**config.mk**
```make
export PLATFORM = sky130hd
export DESIGN_NAME = rr_log_sched
export DESIGN_NICKNAME = d
export VERILOG_FILES = /design/src/rtl/rr_log_pkg.sv /design/src/rtl/rr_lowest_bit.sv /design/src/rtl/rr_log_sched.sv
export SDC_FILE = /design/constraint.sdc
export NUM_CORES = 1
export LEC_CHECK = 0
export CAP_MARGIN = 20
export CORE_ASPECT_RATIO = 0.5
export CORE_UTILIZATION = 53
export DETAILED_ROUTE_END_ITERATION = 12
export GPL_TIMING_DRIVEN = 0
export PLACE_DENSITY_LB_ADDON = 0.3
export SLEW_MARGIN = 40
export SYNTH_ARGS = -nofsm -noshare
export SYNTH_HDL_FRONTEND = slang
export SYNTH_HIERARCHICAL = 1
export SYNTH_SLANG_ARGS = --single-unit
export TNS_END_PERCENT = 5
```
**constraint.sdc**
```tcl
create_clock -name clk -period 3.2 [get_ports clk]
set_input_delay 0.48 -clock clk [delete_from_list [all_inputs] [get_ports clk]]
set_output_delay 0.48 -clock clk [all_outputs]
set_load 0.02 [all_outputs]
```
**src/rtl/rr_log_pkg.sv**
```systemverilog
// Shared types and helpers for the round-robin log scheduler.
package rr_log_pkg;

  typedef enum logic [1:0] {
    StIdle,
    StHdr,
    StData
  } state_e;

  // Widest header the helpers handle; callers cast down to their word width.
  localparam int unsigned HdrMaxW = 256;

  function automatic int unsigned ts_w(input int unsigned nch, input int unsigned dw);
    return dw - 2 * nch;
  endfunction

  function automatic bit dw_ok(input int unsigned nch, input int unsigned dw);
    return dw >= 2 * nch + 8;
  endfunction

  function automatic logic [HdrMaxW-1:0] hdr_pack(input logic [HdrMaxW-1:0] ts,
                                                  input logic [HdrMaxW-1:0] emask,
                                                  input logic [HdrMaxW-1:0] bmask,
                                                  input int unsigned nch);
    return (ts << (2 * nch)) | (emask << nch) | bmask;
  endfunction

endpackage

```
**src/rtl/rr_lowest_bit.sv**
```systemverilog
// Combinational priority encoder: index and one-hot of the lowest set mask bit.
module rr_lowest_bit #(
  parameter int unsigned Width = 4,
  parameter int unsigned IdxW  = 2
) (
  input  logic [Width-1:0] mask_i,
  output logic [IdxW-1:0]  idx_o,
  output logic [Width-1:0] onehot_o
);

  assign onehot_o = mask_i & (~mask_i + Width'(1));

  // Scan downward so the lowest set bit is the last one written.
  always_comb begin
    idx_o = '0;
    for (int i = Width - 1; i >= 0; i--) begin
      if (mask_i[i]) idx_o = IdxW'(i);
    end
  end

endmodule

```
**src/rtl/rr_log_sched.sv**
```systemverilog
// Serialises per-cycle logb/loge snapshots into header + payload records.
// Optional counters enabled by defining RR_LOG_SCHED_STATS_EN.
module rr_log_sched
  import rr_log_pkg::*;
#(
  parameter int unsigned NCH        = 4,
  parameter int unsigned DATA_WIDTH = 32
) (
  input  logic                    clk,
  input  logic                    rstn,
  input  logic [NCH-1:0]          logb_valid,
  output logic [NCH-1:0]          logb_ready,
  input  logic [NCH*DATA_WIDTH-1:0] logb_data,
  input  logic [NCH-1:0]          loge_valid,
  output logic [NCH-1:0]          loge_ready,
  output logic                    out_valid,
  input  logic                    out_ready,
  output logic [DATA_WIDTH-1:0]   out_data,
  output logic                    out_last,
`ifdef RR_LOG_SCHED_STATS_EN
  output logic [31:0]             stat_records,
  output logic [31:0]             stat_stall_cycles,
`endif
  output logic                    loge_ovf
);

  localparam int unsigned TS_WIDTH = ts_w(NCH, DATA_WIDTH);
  localparam int unsigned IdxW     = (NCH > 1) ? $clog2(NCH) : 1;

  if (!dw_ok(NCH, DATA_WIDTH)) begin : gen_bad_width
    $error("rr_log_sched: DATA_WIDTH must be >= 2*NCH+8");
  end

  state_e                state_q, state_d;
  logic [NCH-1:0]        bmask_q, bmask_d;
  logic [NCH-1:0]        pend_q, pend_d;
  logic [TS_WIDTH-1:0]   ts_q;
  logic                  ovf_q, ovf_d;
  logic                  out_valid_q, out_valid_d;
  logic                  out_last_q, out_last_d;
  logic [DATA_WIDTH-1:0] out_data_q, out_data_d;
  logic [DATA_WIDTH-1:0] payload_q [NCH];

  logic                  capture;
  logic [NCH-1:0]        cur_oh, nxt_oh, rem;
  logic [IdxW-1:0]       cur_idx, nxt_idx;

  assign capture = (state_q == StIdle) && ((|logb_valid) || (|loge_valid) || (|pend_q));
  assign rem     = bmask_q & ~cur_oh;

  rr_lowest_bit #(.Width(NCH), .IdxW(IdxW)) u_cur (
    .mask_i  (bmask_q),
    .idx_o   (cur_idx),
    .onehot_o(cur_oh)
  );

  rr_lowest_bit #(.Width(NCH), .IdxW(IdxW)) u_nxt (
    .mask_i  (rem),
    .idx_o   (nxt_idx),
    .onehot_o(nxt_oh)
  );

  always_comb begin
    state_d     = state_q;
    bmask_d     = bmask_q;
    out_valid_d = out_valid_q;
    out_last_d  = out_last_q;
    out_data_d  = out_data_q;
    // A capture folds the incoming loge into the header, so it consumes pend.
    pend_d      = capture ? '0 : (pend_q | loge_valid);
    ovf_d       = ovf_q | (!capture && |(pend_q & loge_valid));
    unique case (state_q)
      StIdle: begin
        if (capture) begin
          state_d     = StHdr;
          bmask_d     = logb_valid;
          out_valid_d = 1'b1;
          out_last_d  = ~|logb_valid;
          out_data_d  = DATA_WIDTH'(hdr_pack(HdrMaxW'(ts_q), HdrMaxW'(pend_q | loge_valid),
                                             HdrMaxW'(logb_valid), NCH));
        end
      end
      StHdr: begin
        if (out_ready) begin
          if (|bmask_q) begin
            state_d    = StData;
            out_data_d = payload_q[cur_idx];
            out_last_d = (bmask_q == cur_oh);
          end else begin
            state_d     = StIdle;
            out_valid_d = 1'b0;
            out_last_d  = 1'b0;
            out_data_d  = '0;
          end
        end
      end
      StData: begin
        if (out_ready) begin
          bmask_d = rem;
          if (rem == '0) begin
            state_d     = StIdle;
            out_valid_d = 1'b0;
            out_last_d  = 1'b0;
            out_data_d  = '0;
          end else begin
            out_data_d = payload_q[nxt_idx];
            out_last_d = (rem == nxt_oh);
          end
        end
      end
      default: state_d = StIdle;
    endcase
  end

  always_ff @(posedge clk) begin
    if (!rstn) begin
      state_q     <= StIdle;
      bmask_q     <= '0;
      pend_q      <= '0;
      ts_q        <= '0;
      ovf_q       <= 1'b0;
      out_valid_q <= 1'b0;
      out_last_q  <= 1'b0;
      out_data_q  <= '0;
    end else begin
      state_q     <= state_d;
      bmask_q     <= bmask_d;
      pend_q      <= pend_d;
      ts_q        <= ts_q + TS_WIDTH'(1);
      ovf_q       <= ovf_d;
      out_valid_q <= out_valid_d;
      out_last_q  <= out_last_d;
      out_data_q  <= out_data_d;
    end
  end

  always_ff @(posedge clk) begin
    for (int i = 0; i < NCH; i++) begin
      if (capture && logb_valid[i]) payload_q[i] <= logb_data[i*DATA_WIDTH +: DATA_WIDTH];
    end
  end

`ifdef RR_LOG_SCHED_STATS_EN
  logic [31:0] rec_q, stall_q;

  always_ff @(posedge clk) begin
    if (!rstn) begin
      rec_q   <= '0;
      stall_q <= '0;
    end else begin
      if (out_valid_q && out_ready && out_last_q && (rec_q != '1)) rec_q <= rec_q + 32'd1;
      if (out_valid_q && !out_ready && (stall_q != '1)) stall_q <= stall_q + 32'd1;
    end
  end

  assign stat_records      = rec_q;
  assign stat_stall_cycles = stall_q;
`else
  // Default build carries no statistics state.
`endif

  assign logb_ready = {NCH{state_q == StIdle}};
  assign loge_ready = '1;
  assign out_valid  = out_valid_q;
  assign out_data   = out_data_q;
  assign out_last   = out_last_q;
  assign loge_ovf   = ovf_q;

endmodule

```
# == Word level (Yosys, flattened, before mapping) ==
# Memories as Yosys holds them, arrays and structs flattened.
# Index checks and enable logic that the tools add are counted.
# word_totals
ff_bits,69
ram_bits,128
output_inout_bits,43
wordCells,101
n_memories,1
# classes
addsub,3
eq_ne,9
muxes,43
bitwise_logic,13
reduce_logical,24
# mem_list
name,depth,word_bits,read_ports,rd_ports_with_merged_regs,wr,line,rtl
payload_q,4,32,2,0,4,rr_log_sched.sv:42,logic [DATA_WIDTH-1:0] payload_q [NCH];
# op_table
op,count
$mux W32,5
$pmux W32 S3,1
$or A32 B4 Y32,1
$or A32 B8 Y32,1
$mux W2,13
$add A24 B1 Y24 const B,1
$reduce_or A4 Y1,5
$mux W1,18
$and A4 B4 Y4,4
$not A4 Y4,3
$add A4 B1 Y4 const B,2
$eq A4 B4 Y1,2
$mux W4,2
$ne A2 B2 Y1 const B,4
$or A4 B4 Y4,2
$pmux W4 S2,1
$reduce_and A4 Y1,2
$logic_and A1 B1 Y1,6
$pmux W1 S3,2
$pmux W2 S3,1
$reduce_and A6 Y1,1
$logic_not A4 Y1,1
$reduce_and A3 Y1,1
$reduce_bool A3 Y1,1
other kinds (10),12

# == Depth between registers and ports, before layout ==
# Gate-level depths: netlist of the first run.
# An unclocked memory read counts as a cell.
# logic_depth
depth_word,13
ltp_mapped,13
ltp_nobuf,10

# == Cells and area by module ==
# The synthesis of the first run kept the hierarchy.
# by_module_without_submodules
module,instances,cells_each,area_per_inst_um2,seq_area_each_um2
rr_log_sched,1,627,9494.1,5225.0
rr_lowest_bit,2,9,68.8,0.0

# == Worst setup path after synthesis of the first run ==
# No wires, ideal clock.
# synth_path
path_kind,flip-flop to flip-flop
from,reg bmask_q[0]
to,"reg out_data_q[12], in the netlist out_data[12]"
arrival_time_ps,2571
setup_slack_ps,500
path_stages_with_launch,11
n_path_buf,3
period_less_slack_ps,2700
cell_sequence,dfxtp_1 -> buf_4 -> inv_1 -> ha_1 -> nor3_1 -> clkbuf_8 -> clkbuf_8 -> mux4_2 -> a221o_1 -> o2111ai_1 -> a21oi_1
# synth_rtl
element,line,rtl
from (decl),rr_log_sched.sv:35,"logic [NCH-1:0] bmask_q, bmask_d;"
from (signal assigned),rr_log_sched.sv:127,bmask_q <= bmask_d;
$not A4 Y4,rr_lowest_bit.sv:11,assign onehot_o = mask_i & (~mask_i + Width'(1));
$add A4 B1 Y4,rr_lowest_bit.sv:11,
$and A4 B4 Y4 *,rr_lowest_bit.sv:11,
via cur_oh[0],rr_log_sched.sv:45,"logic [NCH-1:0] cur_oh, nxt_oh, rem;"
$not A4 Y4 *,rr_log_sched.sv:49,assign rem = bmask_q & ~cur_oh;
$and A4 B4 Y4 *,rr_log_sched.sv:49,
via rem[0],rr_log_sched.sv:45,
$mux W2 *,rr_lowest_bit.sv:17,if (mask_i[i]) idx_o = IdxW'(i);
via nxt_idx[1],rr_log_sched.sv:46,"logic [IdxW-1:0] cur_idx, nxt_idx;"
$mem_v2 Z4 W32 *,n/a,
$mux W32 *,rr_log_sched.sv:100,if (rem == '0) begin
$mux W32 *,rr_log_sched.sv:98,if (out_ready) begin
$pmux W32 S3 *,rr_log_sched.sv:72,unique case (state_q)
to (signal assigned),rr_log_sched.sv:133,out_data_q <= out_data_d;
to (decl),rr_log_sched.sv:41,"logic [DATA_WIDTH-1:0] out_data_q, out_data_d;"
# Mark *: on every way through the listed nets, which the timed path passes. The rest lies on a longest branch. The select of a mux whose other input is x is not followed.
# A chain may end at the register's enable or synchronous reset.

# == Worst setup path after layout of the first run ==
# layout_path
from,reg bmask_q[2]
to,"reg out_data_q[24], in the netlist out_data[24]"
# layout_between
elab_chain_cells,13
# layout_lines
element,line
$not A4 Y4,rr_lowest_bit.sv:11
$add A4 B1 Y4,rr_lowest_bit.sv:11
$and A4 B4 Y4,rr_lowest_bit.sv:11
via cur_oh[3],rr_log_sched.sv:45
$not A4 Y4,rr_log_sched.sv:49
$and A4 B4 Y4,rr_log_sched.sv:49
via rem[3],rr_log_sched.sv:45
$mux W2 (4 in series),rr_lowest_bit.sv:17
via nxt_idx[0],rr_log_sched.sv:46
$mem_v2 Z4 W32,n/a
$mux W32,rr_log_sched.sv:100
$mux W32,rr_log_sched.sv:98
$pmux W32 S3,rr_log_sched.sv:72
# The timed path passes the listed nets, and every way through them passes these cells. The select of a mux whose other input is x is not followed.

==> results of run 1 <==
-- how the worst max path moves through the flow --
stage                           from      endpoint  cells after the start
after global placement    bmask_q[0]  out_data[24]                     10
after CTS                 bmask_q[0]  out_data[24]                     10
after global routing      bmask_q[0]  out_data[26]                     10
after floorplan           bmask_q[0]  out_data[12]                     10
after detailed placement  bmask_q[0]  out_data[24]                     10
final                     bmask_q[2]  out_data[24]                     13
-- power by group through the flow --
stage	sequential [mW]	combinational, mW	clock [mW]
floorplan	3.96	4.33	0
CTS	3.79	6.44	2.10
finish	3.80	6.53	2.09
detailed placement	3.84	6.41	0
global route	3.86	6.88	2.20
global placement	3.80	6.26	0
-- kinds of logic after synthesis --
| family | share of synthesized area (%) |
|---|---|
| compound gates | 12.38 |
| xor+xnor | 1.455 |
| fa+ha+maj | 1.039 |
| buf+inv | 7.561 |
| flops | 54.25 |
| mux | 17.03 |
| other cells | 0.03893 |
| simple gates | 6.248 |
-- per-layer routing --
layer | share of wire (%) | GRT usage, %
met3 | 8.8 | 7.006
met1 | 42 | 38.11
met4 | 1.6 | 7.813
met5 | 0 | 0
met2 | 47 | 42.24
-- cell usage in the layout (no fill, tap or decap), types with 3 or more instances in the layout --
cell | synthesis | layout
sky130_fd_sc_hd__clkdlybuf4s50_1 | 0 | 176
sky130_fd_sc_hd__edfxtp_1 | 128 | 128
sky130_fd_sc_hd__dfxtp_1 | 69 | 69
sky130_fd_sc_hd__a21oi_1 | 50 | 50
sky130_fd_sc_hd__o21ai_0 | 44 | 44
sky130_fd_sc_hd__mux4_1 | 36 | 36
sky130_fd_sc_hd__clkbuf_8 | 28 | 30
sky130_fd_sc_hd__a221o_1 | 28 | 28
sky130_fd_sc_hd__o2111ai_1 | 28 | 28
sky130_fd_sc_hd__mux4_2 | 27 | 27
sky130_fd_sc_hd__nor2_1 | 25 | 25
sky130_fd_sc_hd__clkbuf_16 | 0 | 17
sky130_fd_sc_hd__clkbuf_1 | 10 | 11
sky130_fd_sc_hd__buf_4 | 11 | 11
sky130_fd_sc_hd__inv_1 | 10 | 10
sky130_fd_sc_hd__nand4_1 | 10 | 10
sky130_fd_sc_hd__xor2_1 | 10 | 10
sky130_fd_sc_hd__nand2_1 | 9 | 9
sky130_fd_sc_hd__or3_1 | 9 | 9
sky130_fd_sc_hd__nand3_1 | 7 | 7
sky130_fd_sc_hd__ha_1 | 8 | 7
sky130_fd_sc_hd__and2_1 | 10 | 6
sky130_fd_sc_hd__xnor2_1 | 6 | 6
sky130_fd_sc_hd__or4_1 | 6 | 6
sky130_fd_sc_hd__nor3_1 | 8 | 6
sky130_fd_sc_hd__and4_1 | 5 | 5
sky130_fd_sc_hd__mux2i_1 | 5 | 5
sky130_fd_sc_hd__buf_6 | 5 | 5
sky130_fd_sc_hd__inv_6 | 0 | 5
sky130_fd_sc_hd__and2_4 | 0 | 4
sky130_fd_sc_hd__a211oi_1 | 4 | 4
sky130_fd_sc_hd__buf_12 | 4 | 4
sky130_fd_sc_hd__a221oi_1 | 4 | 4
sky130_fd_sc_hd__conb_1 | 1 | 4
sky130_fd_sc_hd__nor4_1 | 3 | 3
sky130_fd_sc_hd__clkbuf_2 | 3 | 3
sky130_fd_sc_hd__inv_8 | 0 | 3
sky130_fd_sc_hd__clkinvlp_4 | 0 | 3
sky130_fd_sc_hd__nor3_2 | 2 | 3
-- worst min-delay path, delay by kind of cell, from the launching register on --
family | cells | cell delay, ns
DFF | 1 | 0.31
AOI/OAI and AO/OA | 2 | 0.12
-- flip-flops by register name, summed over array words and instances, names as in the netlist --
register   cells
payload_q    128
out_data      32
ts_q          24
bmask_q        4
pend_q         4
state_q        2
loge_ovf       1
out_last       1
out_valid      1
-- timing repair --
| item | CTS | global route |
|---|---|---|
| endpoints found under the hold margin | 0 | 0 |
| pin swaps | 0 | 0 |
| resized for setup | 1 | 2 |
| setup buffers | 0 | 0 |
| setup endpoints to repair | 28 | 20 |
| hold buffers | 0 | 0 |
-- metrics by stage --
| stage | cells | instance area [um^2] |
|---|---|---|
| after CTS | 1090 | 12290 |
| after global placement | 1058 | 11700 |
| after global routing | 1090 | 12310 |
| final | 1090 | 12310 |
| after floorplan | 648 | 9643 |
| after detailed placement | 1058 | 11720 |
-- layout make-up --
| cell class | instances | area, um^2 |
|---|---|---|
| Clock buffer | 20 | 456.7 |
| Tap cell | 234 | 292.8 |
| Buffer | 64 | 675.6 |
| Multi-Input combinational cell | 373 | 3732 |
| Inverter | 14 | 52.55 |
| Sequential cell | 197 | 5225 |
| Timing Repair Buffer | 176 | 1762 |
| Fill cell | 1179 | 5264 |
| Clock inverter | 12 | 108.9 |
==> insert_results.sql, run 1 <==
INSERT INTO impl_metrics (metric_group, metric, value, unit) VALUES
('run_status', 'outcome', 'finished with violations', ''),
('run_status', 'failed_checks', 'DRC', ''),
('placed_design', 'numPortBuffers', '176', ''),
('clocking', 'root_buffer', 'sky130_fd_sc_hd__clkbuf_16', ''),
('sta', 'fin_crit_sh', '96.75', '%'),
('detailed_routing', 'average_routed_wire_per_standard_cell', '22.87', 'um'),
('yosys', 'synth_top_cell_area_share', '39.91', '%'),
('sta', 'fin_setup_tns', '0', 'ns'),
('pwr', 'fraction_of_power_spent_switching_nets', '37.26', '%'),
('job', 'max_cap_viol_count', '0', ''),
('cells_and_area', 'insertedDiodeCount', '0', ''),
('clocking', 'cts_made_buffers', '17', ''),
('sta', 'timing.hold.ws', '0.4756', 'ns'),
('die', 'die_area', '18750', 'um^2'),
('sta', 'grt_setup_unrepaired', 'no', ''),
('detailed_routing', 'wl', '24.92', 'mm'),
('sta', 'final.setup.worst_slack', '0.1039', 'ns'),
('die', 'initial_utilization', '54.82', '%'),
('cells_and_area', 'final_core_util', '70.04', '%'),
('setup_path', 'crit_path_max_fanout', '10', ''),
('die', 'ios', '182', ''),
('sta', 'post-route-min-period', '3.096', 'ns'),
('clocking', 'clk_pin_slew_worst_paths', '0.07', 'ns'),
('die', 'core_area', '17570', 'um^2'),
('pwr', 'power.sequential.fraction', '30.6', '%'),
('setup_path', 'required', '3.52', 'ns'),
('clocking', 'clkSinkCount', '197', ''),
('cells_and_area', 'design.final.nets', '990', ''),
('pwr', 'power.total', '12.43', 'mW'),
('worst_hold_path', 'timing.hold.worst_endpoint', 'out_data[28]', ''),
('setup_path', 'critical_path.max_stage_delay', '0.50', 'ns'),
('global_route', 'global_route.overflow_total', '0', ''),
('yosys', 'synth_ff_type', 'sky130_fd_sc_hd__edfxtp_1', ''),
('yosys', 'synth_top_cells_by_count', 'sky130_fd_sc_hd__edfxtp_1, sky130_fd_sc_hd__dfxtp_1, sky130_fd_sc_hd__a21oi_1, sky130_fd_sc_hd__o21ai_0, sky130_fd_sc_hd__mux4_1', ''),
('yosys', 'synth.area.top_cells', 'sky130_fd_sc_hd__edfxtp_1, sky130_fd_sc_hd__dfxtp_1, sky130_fd_sc_hd__mux4_1', ''),
('worst_hold_path', 'worstHoldPathCells', '2', ''),
('yosys', 'synth-async-reset-ratio', '0', '%'),
('yosys', 'yosys_top_cell_by_area', 'sky130_fd_sc_hd__edfxtp_1', ''),
('detailed_routing', 'route.antenna.remaining_nets', '0', ''),
('die', 'die_w', '192.6', 'um'),
('setup_path', 'ff2ff_setup_slack', '0.10', 'ns'),
('pwr', 'power_switching', '4.630', 'mW'),
('yosys', 'total_standard_cell_area_after_synthesis', '9632', 'um^2'),
('yosys', 'postSynthCellCount', '645', ''),
('yosys', 'synth.ff_latch_count', '197', ''),
('setup_path', 'regToRegStartpoint', 'bmask_q[2]', ''),
('setup_path', 'timing.critical_path.cells', 'nand2b_4 > nor3_2 > inv_1 > ha_1 > nand2b_4 > a21oi_2 > buf_6 > buf_12 > buf_12 > mux4_2 > a221o_1 > o2111ai_1 > a21oi_1', ''),
('setup_path', 'setup.worst_path.end_class', 'register', ''),
('placed_design', 'gp_congestion', '0.8780', ''),
('detailed_routing', 'drtIter0Drc', '573', ''),
('pwr', 'cellPowerDensity', '1010', 'nW/um^2'),
('yosys', 'synthesis.yosys.warnings', '6', ''),
('placed_design', 'post-dp-hpwl', '17.47', 'mm'),
('setup_path', 'cp_num_buf_inv', '4', ''),
('setup_path', 'timing.setup.critical_path_class', 'reg2reg', ''),
('sta', 'tightest_slew', '0.6594', 'ns'),
('sta', 'slew_viol_final', '0', ''),
('global_route', 'grt.total_usage', '27.29', '%'),
('pwr', 'max-vdd-ir-drop', '0.7275', 'mV'),
('clocking', 'clkLatencyLatePin', '0.44', 'ns'),
('global_route', 'grt_start_max_net_pins', '33', ''),
('yosys', 'synth.most_common_cell', 'sky130_fd_sc_hd__edfxtp_1', ''),
('pwr', 'p_int', '7.797', 'mW'),
('sta', 'finalClockSkew', '0.01300', 'ns'),
('setup_path', 'timing.critical_path.from_type', 'register', ''),
('worst_hold_path', 'min-delay-start', 'out_data[28]', ''),
('sta', 'max_freq', '323.0', 'MHz'),
('die', 'number_of_cell_rows', '34', ''),
('detailed_routing', 'vias_per_cell', '6.306', ''),
('detailed_routing', 'drcViolationCount', '10', ''),
('global_route', 'global_route_wire_length_before_repair', '37.51', 'mm');
Power figures use the tool's default switching activity.
==> run 2, diff against run 1 <==
Settings changed: CORE_UTILIZATION 53 to 48.
Clock period 3.2 ns to 2.55 ns, I/O delays scaled along.
==> insert_results.sql, run 2 (same netlist as run 1, synthesis figures left out) <==
INSERT INTO impl_metrics (metric_group, metric, value, unit) VALUES
('clocking', 'clkLatencyLatePin', '0.45', 'ns'),
('detailed_routing', 'firstDrtPassIters', '5', ''),
('setup_path', 'timing.setup.critical_path_class', 'reg2reg', ''),
('setup_path', 'crit_path_max_fanout', '6', ''),
('sta', 'fin_setup_tns', '-4.851', 'ns'),
('clocking', 'clkSinkCount', '197', ''),
('cells_and_area', 'mostFrequentLayoutCell', 'sky130_fd_sc_hd__clkdlybuf4s50_1', ''),
('clocking', 'cts_made_buffers', '17', ''),
('die', 'core_area', '19550', 'um^2'),
('sta', 'max_freq', '359.1', 'MHz'),
('cells_and_area', 'final_cell_mix', 'sky130_fd_sc_hd__clkdlybuf4s50_1, sky130_fd_sc_hd__edfxtp_1, sky130_fd_sc_hd__dfxtp_1', ''),
('detailed_routing', 'drcViolationCount', '0', ''),
('placed_design', 'post-dp-hpwl', '17.72', 'mm'),
('die', 'chipHeight', '102.2', 'um'),
('pwr', 'max-vdd-ir-drop', '0.7195', 'mV'),
('pwr', 'fraction_of_power_spent_switching_nets', '36.02', '%'),
('global_route', 'global_route.overflow_total', '0', ''),
('detailed_routing', 'average_routed_wire_per_standard_cell', '22.54', 'um'),
('detailed_routing', 'vias_post_dr', '6813', ''),
('sta', 'finalClockSkew', '0.01009', 'ns'),
('pwr', 'power.share.clock', '17.2', '%'),
('setup_path', 'worst_ep_arrival_time', '3.11', 'ns'),
('sta', 'final.setup.worst_slack', '-0.2347', 'ns'),
('job', 'max_cap_viol_count', '0', ''),
('placed_design', 'numPortBuffers', '176', ''),
('clocking', 'max-clock-path-buffers', '2', ''),
('placed_design', 'placedInstanceArea', '11770', 'um^2'),
('clocking', 'tritoncts', 'done', ''),
('setup_path', 'reg2reg_depth', '13', ''),
('global_route', 'grt_antenna_before_repair', '0', ''),
('cells_and_area', 'largest_register', 'payload_q', ''),
('sta', 'fin_crit_sh', '109.2', '%'),
('clocking', 'root_buffer', 'sky130_fd_sc_hd__clkbuf_16', ''),
('global_route', 'grt_start_max_net_pins', '33', ''),
('die', 'initial_utilization', '49.27', '%'),
('die', 'ios', '182', ''),
('detailed_routing', 'route.antenna.remaining_nets', '0', ''),
('sta', 'grt_setup_unrepaired', 'yes', ''),
('sta', 'finalSetupViolations', '30', ''),
('setup_path', 'timing.critical_path.from_type', 'register', ''),
('pwr', 'power.total', '16.64', 'mW'),
('setup_path', 'setup.worst_path.end_class', 'register', ''),
('global_route', 'grt.total_usage', '25.12', '%'),
('sta', 'slew_headroom', '43.07', '%'),
('clocking', 'clk_pin_slew_worst_paths', '0.07', 'ns'),
('die', 'die_w', '202.3', 'um'),
('run_status', 'failed_checks', 'setup timing', ''),
('cells_and_area', 'post_layout_instance_area', '12750', 'um^2'),
('clocking', 'cts.htree.levels', '4', ''),
('cells_and_area', 'insertedDiodeCount', '0', ''),
('global_route', 'global_route_wire_length_before_repair', '38.14', 'mm'),
('worst_hold_path', 'worstHoldPathCells', '2', ''),
('pwr', 'p_leak', '4.390', 'nW'),
('detailed_routing', 'vias_per_cell', '5.961', ''),
('detailed_routing', 'drtIter0Drc', '437', ''),
('run_status', 'outcome', 'finished with violations', ''),
('pwr', 'pwr-share-comb', '54.2', '%'),
('pwr', 'p_int', '10.65', 'mW'),
('pwr', 'power.sequential.fraction', '28.6', '%'),
('sta', 'tightest_slew', '0.8489', 'ns'),
('pwr', 'cellPowerDensity', '1305', 'nW/um^2'),
('pwr', 'power_switching', '5.993', 'mW'),
('cells_and_area', 'design.final.nets', '1011', ''),
('cells_and_area', 'synthToLayoutAreaGrowth', '32.41', '%'),
('sta', 'timing.final.hold_violations', '0', ''),
('cells_and_area', 'largest_register_ff_count', '128', ''),
('cells_and_area', 'layout-drive-gt1-share', '20.87', '%'),
('global_route', 'vias_in_the_first_global_route', '6771', ''),
('die', 'number_of_cell_rows', '36', ''),
('cells_and_area', 'final.fill_count', '1396', ''),
('sta', 'slew_viol_final', '0', ''),
('die', 'die_area', '20670', 'um^2'),
('detailed_routing', 'wl', '25.76', 'mm'),
('placed_design', 'gp_congestion', '0.8557', ''),
('sta', 'post-route-min-period', '2.785', 'ns'),
('worst_hold_path', 'hp-class', 'in2reg', ''),
('setup_path', 'required', '2.88', 'ns');
-- run 2: cell count changes in the layout (fill, tap and decap cells not counted), moves of 3 or more --
| cell | change |
|---|---|
| sky130_fd_sc_hd__ha_4 | +4 |
| sky130_fd_sc_hd__mux4_2 | +3 |
| sky130_fd_sc_hd__ha_1 | -3 |
| sky130_fd_sc_hd__a221oi_1 | -4 |
| sky130_fd_sc_hd__dfxtp_1 | -4 |
| sky130_fd_sc_hd__o2111ai_1 | -10 |
| sky130_fd_sc_hd__buf_4 | +17 |
| sky130_fd_sc_hd__clkinvlp_4 | -3 |
| sky130_fd_sc_hd__mux4_1 | -3 |
| sky130_fd_sc_hd__a221oi_2 | +4 |
| sky130_fd_sc_hd__dfxtp_4 | +3 |
| sky130_fd_sc_hd__o2111ai_2 | +10 |
| sky130_fd_sc_hd__inv_6 | -3 |
-- run 2: power by group through the flow --
stage          clock, mW  combinational [mW]  sequential [mW]
3_5_place_dp           0                8.06             4.82
6_report            2.87                9.01             4.76
3_3_place_gp           0                7.89             4.79
4_1_cts             2.89                8.81             4.75
5_1_grt             3.00                9.53             4.84
2_1_floorplan          0                5.45             4.98
-- run 2: routing by layer --
metal | track usage [%] | part of all wire, %
met4 | 9.312 | 1.8
met1 | 33.30 | 44
met3 | 5.548 | 6.3
met5 | 0 | 0
met2 | 41.23 | 48
-- run 2: path summary, 6_finish.rpt --
kind | from | to | slack [ns]
max | bmask_q[0] | out_data[22] | -0.23
min | rstn | loge_ovf | 0.39
max reg2reg | bmask_q[0] | out_data[22] | -0.23
min reg2reg | out_valid | out_valid | 0.47
-- run 2: final cells by class --
class                           instances  area, um^2  area share (%)
Clock buffer                           23       510.5           4.003
Multi-Input combinational cell        373        3861           30.28
Sequential cell                       197        5238           41.07
Inverter                               14       52.55          0.4120
Clock inverter                          9       111.4          0.8731
Timing Repair Buffer                  197        1972           15.46
Tap cell                              266       332.8           2.610
Buffer                                 64       675.6           5.298
-- run 2: repair_timing --
action                                  CTS  global route
endpoints found under the setup margin   31            97
buffers inserted                         18             2
gates cloned                              1             0
pin swaps                                35             4
resized for setup                        28             8
hold buffers                              0             0
-- run 2: metrics by stage --
stage	setup WS (ns)	hold slack (ns)	util [%]	std cells
floorplan	0.0007032	0.4255	-	648
global placement	-0.7256	0.4477	60.13	1090
detailed placement	-0.3921	0.4615	60.20	1090
CTS	-0.2040	0.3690	64.94	1141
global route	-0.3066	0.4148	65.24	1143
finish	-0.2347	0.3921	65.24	1143
-- run 2: worst max-delay path: stages (launching register included) --
cell                        delay [ns]
sky130_fd_sc_hd__dfxtp_4          0.37
sky130_fd_sc_hd__nor3b_2          0.19
sky130_fd_sc_hd__inv_2            0.07
sky130_fd_sc_hd__ha_4             0.16
sky130_fd_sc_hd__nand2b_4         0.14
sky130_fd_sc_hd__a21oi_2          0.15
sky130_fd_sc_hd__buf_6            0.14
sky130_fd_sc_hd__buf_12           0.13
sky130_fd_sc_hd__buf_8            0.13
sky130_fd_sc_hd__buf_12           0.13
sky130_fd_sc_hd__mux4_2           0.49
sky130_fd_sc_hd__a221o_1          0.39
sky130_fd_sc_hd__o2111ai_2        0.09
sky130_fd_sc_hd__a21oi_1          0.09
